## config.mk

```make
export PLATFORM = sky130hd
export DESIGN_NAME = fetch_pc_ctrl_flat
export DESIGN_NICKNAME = d
export VERILOG_FILES = /design/src/rtl/fetch_pc_ctrl_if.sv /design/src/rtl/fetch_pc_ctrl.sv /design/src/flat_wrapper.sv
export SDC_FILE = /design/constraint.sdc
export NUM_CORES = 1
export LEC_CHECK = 0
export CORE_MARGIN = 8
export CORE_UTILIZATION = 43
export DETAILED_ROUTE_END_ITERATION = 16
export GPL_ROUTABILITY_DRIVEN = 0
export MAX_ROUTING_LAYER = met4
export PLACE_DENSITY = 0.81
export RECOVER_POWER = 50
export SYNTH_ARGS = -nofsm -noshare
export SYNTH_HDL_FRONTEND = slang
export SYNTH_SLANG_ARGS = --single-unit
```

## constraint.sdc

```tcl
create_clock -name clk -period 2.2 [get_ports clk]
set_input_delay 0.44 -clock clk [delete_from_list [all_inputs] [get_ports clk]]
set_output_delay 0.44 -clock clk [all_outputs]
set_load 0.05 [all_outputs]
```

## src/rtl/fetch_pc_ctrl_if.sv

```systemverilog
// Instruction-fetch bus between the PC controller (master) and the hazard unit,
// branch logic and instruction memory (slave).
interface fetch_pc_ctrl_if #(
  parameter int MEM_SPACE = 8
);
  logic                 stall;
  logic                 redirect;
  logic [MEM_SPACE-1:0] redirect_pc;
  logic                 halt;
  logic [MEM_SPACE-1:0] address;
  logic                 PChold;
  logic                 PCctrl;
  logic [MEM_SPACE-1:0] fetch_pc;
  logic                 fetch_valid;

  modport master (
    input  stall, redirect, redirect_pc, halt,
    output address, PChold, PCctrl, fetch_pc, fetch_valid
  );

  modport slave (
    output stall, redirect, redirect_pc, halt,
    input  address, PChold, PCctrl, fetch_pc, fetch_valid
  );
endinterface

```

## src/rtl/fetch_pc_ctrl.sv

```systemverilog
// Program-counter owner for instruction fetch: stalls, redirects with a
// programmable NOP bubble count, halt, and tracking of the word on memory data_out.
module fetch_pc_ctrl #(
  parameter int                   MEM_SPACE    = 8,
  parameter logic [MEM_SPACE-1:0] RESET_PC     = '0,
  parameter int                   FLUSH_CYCLES = 1
) (
  input  logic               clk,
  input  logic               rst,
  fetch_pc_ctrl_if.master    bus
);

  localparam int CNT_W = (FLUSH_CYCLES > 1) ? $clog2(FLUSH_CYCLES + 1) : 1;
  localparam logic [CNT_W-1:0] FLUSH_INIT =
    CNT_W'((FLUSH_CYCLES > 1) ? (FLUSH_CYCLES - 2) : 0);

  typedef enum logic [1:0] {
    RUN    = 2'd0,
    FLUSH  = 2'd1,
    HALTED = 2'd2
  } state_e;

  state_e               state_q;
  logic [MEM_SPACE-1:0] pc_q;
  logic [CNT_W-1:0]     flush_cnt_q;
  logic                 prev_real_q;
  logic [MEM_SPACE-1:0] fetch_pc_q;
  logic                 fetch_valid_q;

  logic                 pchold_d;
  logic                 pcctrl_d;
  logic [MEM_SPACE-1:0] pc_inc_d;

  assign pc_inc_d = pc_q + MEM_SPACE'(1);

  // Memory controls follow the same priority as the state update below.
  always_comb begin
    pchold_d = 1'b0;
    pcctrl_d = 1'b1;
    if (rst) begin
      pcctrl_d = 1'b1;
    end else if (state_q == HALTED || bus.halt) begin
      pcctrl_d = 1'b1;
    end else if (bus.redirect) begin
      pcctrl_d = 1'b1;
    end else if (state_q == FLUSH) begin
      pcctrl_d = 1'b1;
    end else if (bus.stall) begin
      // With no real word on data_out there is nothing to repeat, so emit a NOP.
      if (prev_real_q) begin
        pchold_d = 1'b1;
        pcctrl_d = 1'b0;
      end
    end else begin
      pcctrl_d = 1'b0;
    end
  end

  always_ff @(posedge clk) begin
    if (rst) begin
      state_q       <= RUN;
      pc_q          <= RESET_PC;
      flush_cnt_q   <= '0;
      prev_real_q   <= 1'b0;
      fetch_pc_q    <= '0;
      fetch_valid_q <= 1'b0;
    end else if (state_q == HALTED || bus.halt) begin
      state_q       <= HALTED;
      prev_real_q   <= 1'b0;
      fetch_valid_q <= 1'b0;
    end else if (bus.redirect) begin
      pc_q          <= bus.redirect_pc;
      prev_real_q   <= 1'b0;
      fetch_valid_q <= 1'b0;
      flush_cnt_q   <= FLUSH_INIT;
      state_q       <= (FLUSH_CYCLES > 1) ? FLUSH : RUN;
    end else if (state_q == FLUSH) begin
      prev_real_q   <= 1'b0;
      fetch_valid_q <= 1'b0;
      if (flush_cnt_q == '0) begin
        state_q <= RUN;
      end else begin
        flush_cnt_q <= flush_cnt_q - CNT_W'(1);
      end
    end else if (bus.stall) begin
      if (!prev_real_q) begin
        fetch_valid_q <= 1'b0;
      end
    end else begin
      pc_q          <= pc_inc_d;
      fetch_pc_q    <= pc_q;
      fetch_valid_q <= 1'b1;
      prev_real_q   <= 1'b1;
    end
  end

  assign bus.address     = pc_q;
  assign bus.PChold      = pchold_d;
  assign bus.PCctrl      = pcctrl_d;
  assign bus.fetch_pc    = fetch_pc_q;
  assign bus.fetch_valid = fetch_valid_q;

endmodule

```

## src/flat_wrapper.sv

```systemverilog
// flat-port wrapper written by rule: the top's interface ports become plain ports
module fetch_pc_ctrl_flat 
#(
  parameter int                   MEM_SPACE    = 8,
  parameter logic [MEM_SPACE-1:0] RESET_PC     = '0,
  parameter int                   FLUSH_CYCLES = 1
)
  (clk, rst, bus_stall, bus_redirect, bus_redirect_pc, bus_halt, bus_address, bus_PChold, bus_PCctrl, bus_fetch_pc, bus_fetch_valid);
  fetch_pc_ctrl_if #(.MEM_SPACE(MEM_SPACE)) bus_i ();
  input  logic clk;
  input  logic rst;
  input wire logic [$bits(bus_i.stall)-1:0] bus_stall;
  input wire logic [$bits(bus_i.redirect)-1:0] bus_redirect;
  input wire logic [$bits(bus_i.redirect_pc)-1:0] bus_redirect_pc;
  input wire logic [$bits(bus_i.halt)-1:0] bus_halt;
  output wire logic [$bits(bus_i.address)-1:0] bus_address;
  output wire logic [$bits(bus_i.PChold)-1:0] bus_PChold;
  output wire logic [$bits(bus_i.PCctrl)-1:0] bus_PCctrl;
  output wire logic [$bits(bus_i.fetch_pc)-1:0] bus_fetch_pc;
  output wire logic [$bits(bus_i.fetch_valid)-1:0] bus_fetch_valid;
  assign bus_i.stall = bus_stall;
  assign bus_i.redirect = bus_redirect;
  assign bus_i.redirect_pc = bus_redirect_pc;
  assign bus_i.halt = bus_halt;
  assign bus_address = bus_i.address;
  assign bus_PChold = bus_i.PChold;
  assign bus_PCctrl = bus_i.PCctrl;
  assign bus_fetch_pc = bus_i.fetch_pc;
  assign bus_fetch_valid = bus_i.fetch_valid;
  fetch_pc_ctrl #(.MEM_SPACE(MEM_SPACE), .RESET_PC(RESET_PC), .FLUSH_CYCLES(FLUSH_CYCLES)) u_core (.clk(clk), .rst(rst), .bus(bus_i));
endmodule
```

==> results of run 1 <==
cell families (layout without fill, tap and decap cells):
group | after synthesis | after routing | share of synthesized area (%)
flip-flops | 19 | 19 | 43.8
AO/OA/AOI/OAI | 27 | 27 | 18.7
adder cells (fa/ha/maj) | 1 | 1 | 1.44
multiplexers | 9 | 9 | 10.4
buffers and inverters | 9 | 45 | 3.89
AND/OR/NAND/NOR | 42 | 42 | 21.8
flip-flops by register name, indices dropped and copies added (netlist names):
name,cells
u_core.bus.address,8
u_core.bus.fetch_pc,8
u_core.prev_real_q,1
u_core.bus.fetch_valid,1
u_core.state_q,1
through the flow:
stage               total power (W)  cells
floorplan                  0.000455    107
global placement           0.000516    166
detailed placement         0.000519    166
CTS                        0.000694    170
global route               0.000721    170
finish                     0.000690    170
layer usage:
layer / up-vias / global-route usage (%) / part of all wire, %
li1: 447 / - / -
met1: 413 / 19.6 / 47
met2: 29 / 21.3 / 45
met3: 2 / 4.45 / 6.6
met4: 0 / 6.31 / 1.2
met5: - / - / 0
how the worst min path moves through the flow:
stage | start | cells after the start | slack [ps] | to
floorplan | u_core.prev_real_q | 2 | 450 | u_core.bus.fetch_valid
global placement | u_core.bus.fetch_valid | 2 | 450 | u_core.bus.fetch_valid
detailed placement | u_core.prev_real_q | 2 | 470 | u_core.bus.fetch_valid
CTS | u_core.prev_real_q | 2 | 490 | u_core.bus.fetch_valid
global route | u_core.bus.fetch_valid | 2 | 530 | u_core.bus.fetch_valid
finish | u_core.bus.fetch_valid | 2 | 480 | u_core.bus.fetch_valid
power by group:
group	switching, W	internal, W	total [W]
logic	0.0000819	0.0000596	0.000141
clock network	0.000110	0.0000706	0.000180
registers	0.0000133	0.000355	0.000368
placed cells by master (no fill, tap or decap), drive strengths merged:
| cell | n |
|---|---|
| a21oi | 8 |
| dlygate4sd3 | 2 |
| a211oi | 1 |
| inv | 3 |
| o21ai | 8 |
| o31ai | 2 |
| or3 | 2 |
| o41ai | 2 |
| nand4 | 1 |
| and3 | 2 |
| nor2 | 16 |
| clkdlybuf4s50 | 27 |
| a21o | 1 |
| clkbuf | 7 |
| or4 | 1 |
| dfxtp | 19 |
| ha | 1 |
| buf | 6 |
| mux2i | 9 |
| a31oi | 3 |
| nand2b | 1 |
| nand2 | 15 |
| a32oi | 1 |
| o21a | 1 |
| nand3 | 3 |
| nor3 | 1 |
layout make-up:
cell class / instances / area, µm² / area share, %
Timing Repair Buffer: 38 / 372 / 29.0
Sequential cell: 19 / 380 / 29.7
Multi-Input combinational cell: 79 / 459 / 35.8
Inverter: 3 / 11.3 / 0.878
Clock buffer: 4 / 26.3 / 2.05
Tap cell: 27 / 33.8 / 2.63
==> reports/results.txt, run 1 <==
Yosys reg bits -> 19
Syn Area/Cell -> 8.12 µm²
crit share post-route -> 95.7%
Antenna Cells -> 0
fillers -> 174
antenna violations before repair -> 0
buffers and inverters on the worst path -> 1
R2R cell count -> 5
predominant post-synthesis flop cell -> dfxtp_1
worst hold margin -> 482 ps
Initial DRC Count -> 32
CTS tree -> built
clock sink count -> 19
Post-DP HPWL -> 1760 µm
Post-synth ARST share -> 0%
P_leak -> 0.457 nW
CTS max path bufs -> 2
layout cells sized above 1 -> 8.39%
top area cells in the synthesized netlist -> dfxtp_1 44%, mux2i_1 10%, nand2_1 6.5%, nor2_1 6.5%, a21oi_1 4.6%
DRC viols -> 0
run status -> completed
TritonCTS Buffers -> 3
Final WS setup -> 93.9 ps
Syn Nets -> 121
Yosys warnings -> 0
Mapped Area -> 868 µm²
Setup WS pre-CTS -> 10.1 ps
Cell Area, Placed -> 1270 µm²
gr usage total -> 15.2%
RSZ-0062 raised after global routing -> no
H-tree Lvls -> 1
post-cts sizing count -> 0
reg-to-reg slack, setup -> 540 ps
first-pass GRT wire length -> 4070 µm
hold-fix buffers at CTS -> 0
starting density of the core -> 44.7%
reg2reg end -> u_core.bus.fetch_pc[6]
CTS root buf -> clkbuf_4
Slowest Stage Delay on Critical Path -> 860 ps
library cells used by synthesis -> 27
fin. max-slew vios -> 0
NumNets Final -> 158
Skew-Pair Late Insertion Delay -> 300 ps
slowest stage cell, crit path -> clkdlybuf4s50_1
row count -> 16
share of Yosys cell area claimed by the top area cell type -> 43.8%
design area -> 1280 µm²
data required time of the worst path -> 1760 ps
DR vias -> 891
cell depth of the worst setup path -> 1
Worst Setup EP -> bus_address[4]
vias in the first global route -> 872
P&R area growth vs syn -> 47.7%
final core occ -> 66.0%
crit path capture type -> output port
worst r2r src -> u_core.state_q[1]
Final setup viols -> 0
slew at the pin with the worst max-slew slack -> 586 ps
startpoint types -> flip-flop
Setup Fix Bufs, Post-CTS -> 0
top post-synthesis cells by count -> 19 x dfxtp_1, 15 x nand2_1, 15 x nor2_1, 9 x mux2i_1, 8 x a21oi_1
largest net degree at the start of global routing -> 24
Overflow after GRT -> 0
post-synthesis cell count -> 107
Clock Skew -> 3.30 ps
delay-heaviest family, CP -> buffers and inverters
Fmax achieved -> 475 MHz
drt wl/cell -> 14.6 µm
VDD IR max -> 0.000494 V
Die Ht -> 60.9 µm
Final ANT Viol Nets -> 0
worst hold path class -> flip-flop to flip-flop
arrival time at the worst endpoint -> 1670 ps
CP Max Fanout -> 9
Seq/Total Area, Yosys -> 43.8%
top-count cell post-synth -> dfxtp_1
I/O Buffers -> 31
Die W -> 60.9 µm
maxcap violations -> 0
I/O pin cnt -> 32
core area -> 1940 µm²
Cell Chain, Critical Path -> clkdlybuf4s50_1
Hold Vio Cnt, Final -> 0
setup_tns -> 0 ps
Post-synth EDFFs -> 0
Setup CP Type -> flip-flop to output port
Max-slew headroom -> 60.9%
P per Cell Area -> 538 nW/µm²
final WL -> 2480 µm
clock slew seen by the registers of the worst setup and hold paths -> 110 ps
Period minus WS final -> 2110 ps
area leader, netlist -> dfxtp_1
Worst Setup SP -> u_core.bus.address[4]
die area -> 3710 µm²
vias per std cell -> 5.24
DR pass1 iterations -> 4
Note: power is estimated with default switching activity, not from simulation.
==> run 2: changes to the inputs <==
--- a/config.mk
+++ b/config.mk
@@ -15,3 +15,4 @@
 export SYNTH_ARGS = -nofsm -noshare
 export SYNTH_HDL_FRONTEND = slang
 export SYNTH_SLANG_ARGS = --single-unit
+export TNS_END_PERCENT = 20
==> results of run 2 <==
The final DEF is identical to that of run 1; final timing and power are the same.
==> run 3: changes to the inputs <==
==> constraint.sdc (replaced) <==
create_clock -name clk -period 2.2 [get_ports clk]
set_input_delay 0.22 -clock clk [delete_from_list [all_inputs] [get_ports clk]]
set_output_delay 0.22 -clock clk [all_outputs]
set_load 0.05 [all_outputs]
==> reports/results.txt, run 3 (synthesis gave the netlist of run 1 again) <==
starting density of the core -> 44.7% (unchanged)
DR pass1 iterations -> 4 (unchanged)
vias per std cell -> 5.33 (+1.6%)
Initial DRC Count -> 41 (+28%)
CP Max Fanout -> 9 (unchanged)
CTS root buf -> clkbuf_4
clock slew seen by the registers of the worst setup and hold paths -> 100 ps (about the same)
hold-fix buffers at CTS -> 0 (unchanged)
Max-slew headroom -> 42.1% (-19 points)
Period minus WS final -> 1890 ps (-217 ps)
Slowest Stage Delay on Critical Path -> 870 ps (about the same)
layout cells sized above 1 -> 5.76% (-2.6 points)
P per Cell Area -> 542 nW/µm² (+0.75%)
Final setup viols -> 0 (unchanged)
data required time of the worst path -> 1980 ps (+220 ps)
slowest stage cell, crit path -> clkdlybuf4s50_1
first-pass GRT wire length -> 4020 µm (-1.2%)
Cell Chain, Critical Path -> clkdlybuf4s50_1
Hold Vio Cnt, Final -> 0 (unchanged)
largest net degree at the start of global routing -> 18 (-25%)
final core occ -> 64.4% (-1.7 points)
run status -> completed
drt wl/cell -> 14.7 µm (+0.97%)
maxcap violations -> 0 (unchanged)
delay-heaviest family, CP -> buffers and inverters
worst hold margin -> 476 ps (-5.76 ps)
NumNets Final -> 154 (-2.5%)
Die Ht -> 60.9 µm (unchanged)
Setup CP Type -> flip-flop to output port
Fmax achieved -> 529 MHz (+11%)
clock sink count -> 19 (unchanged)
Overflow after GRT -> 0 (unchanged)
worst hold path class -> flip-flop to flip-flop
Post-DP HPWL -> 1810 µm (+2.8%)
core area -> 1940 µm² (unchanged)
RSZ-0062 raised after global routing -> no
buffers and inverters on the worst path -> 1 (unchanged)
gr usage total -> 14.8% (-0.34 points)
CTS tree -> built
most frequent cells in the layout -> 27 x clkdlybuf4s50_1, 19 x dfxtp_1, 15 x nor2_1, 15 x nand2_1, 9 x mux2i_1
crit path capture type -> output port
fin. max-slew vios -> 0 (unchanged)
slew at the pin with the worst max-slew slack -> 860 ps (+274 ps)
Antenna Cells -> 0 (unchanged)
I/O Buffers -> 31 (unchanged)
I/O pin cnt -> 32 (unchanged)
crit share post-route -> 85.9% (-9.9 points)
DR vias -> 884 (-0.79%)
die area -> 3710 µm² (unchanged)
CTS max path bufs -> 2 (unchanged)
TritonCTS Buffers -> 3 (unchanged)
antenna violations before repair -> 0 (unchanged)
Die W -> 60.9 µm (unchanged)
row count -> 16 (unchanged)
setup_tns -> 0 ps (unchanged)
P_leak -> 0.443 nW (-3.2%)
DRC viols -> 0 (unchanged)
final WL -> 2450 µm (-1.4%)
Clock Skew -> 0.960 ps (-2.34 ps)
Setup Fix Bufs, Post-CTS -> 0 (unchanged)
P&R area growth vs syn -> 43.9%
Final ANT Viol Nets -> 0 (unchanged)
VDD IR max -> 0.000462 V (-6.6%)
vias in the first global route -> 875 (+0.34%)
most common cell after layout, fill and taps aside -> clkdlybuf4s50_1
arrival time at the worst endpoint -> 1670 ps (about the same)
post-cts sizing count -> 0 (unchanged)
Skew-Pair Late Insertion Delay -> 290 ps (about the same)
H-tree Lvls -> 1 (unchanged)
startpoint types -> flip-flop
total power -> 0.000678 W (-1.8%)
-- run 3: cell count changes in the layout (fill, tap and decap cells not counted), sizes merged --
cell	change
buf	-2
clkbuf	-2
-- run 3: through the flow --
step,setup WS (ps),cell area (µm²),instances
6_report,311,1250,166
5_1_grt,236,1250,166
4_1_cts,309,1260,166
3_5_place_dp,198,1230,162
3_3_place_gp,268,1230,162
2_1_floorplan,164,868,107
-- run 3: path summary, 6_finish.rpt --
path	slack [ps]	to	cells after the start	from
setup / recovery	310	bus_address[3]	1	u_core.bus.address[3]
hold / removal	480	u_core.bus.fetch_valid	2	u_core.bus.fetch_valid
setup reg to reg	500	u_core.bus.fetch_pc[2]	5	u_core.state_q[1]
hold reg to reg	480	u_core.bus.fetch_valid	2	u_core.bus.fetch_valid
-- run 3: metal layers --
| metal | global-route usage (%) | vias up | wire length, µm |
|---|---|---|---|
| met5 | - | - | 0 |
| met4 | 3.99 | 0 | 8 |
| met3 | 6.57 | 2 | 168 |
| met2 | 23.5 | 29 | 1170 |
| met1 | 16.5 | 414 | 1100 |
| li1 | - | 439 | - |
-- run 3: cell type report --
| type | instances | area, µm² |
|---|---|---|
| fillers | 181 | 692 |
| multi-input cells | 79 | 449 |
| flip-flops and latches | 19 | 380 |
| repair buffers | 34 | 349 |
| well taps | 27 | 33.8 |
| clock buffers | 4 | 26.3 |
| inverters | 3 | 11.3 |
-- run 3: report_power, final --
group | leakage (nW) | internal, W | switching, W
clock network | 0.0150 | 0.0000706 | 0.000104
logic | 0.273 | 0.0000559 | 0.0000776
registers | 0.154 | 0.000355 | 0.0000150
-- run 3: worst register-to-register path, delay by kind of cell (launching register included) --
| kind | cells | cell delay (ps) |
|---|---|---|
| simple gates | 3 | 550 |
| buf+inv | 1 | 470 |
| flops | 1 | 320 |
| mux | 1 | 260 |
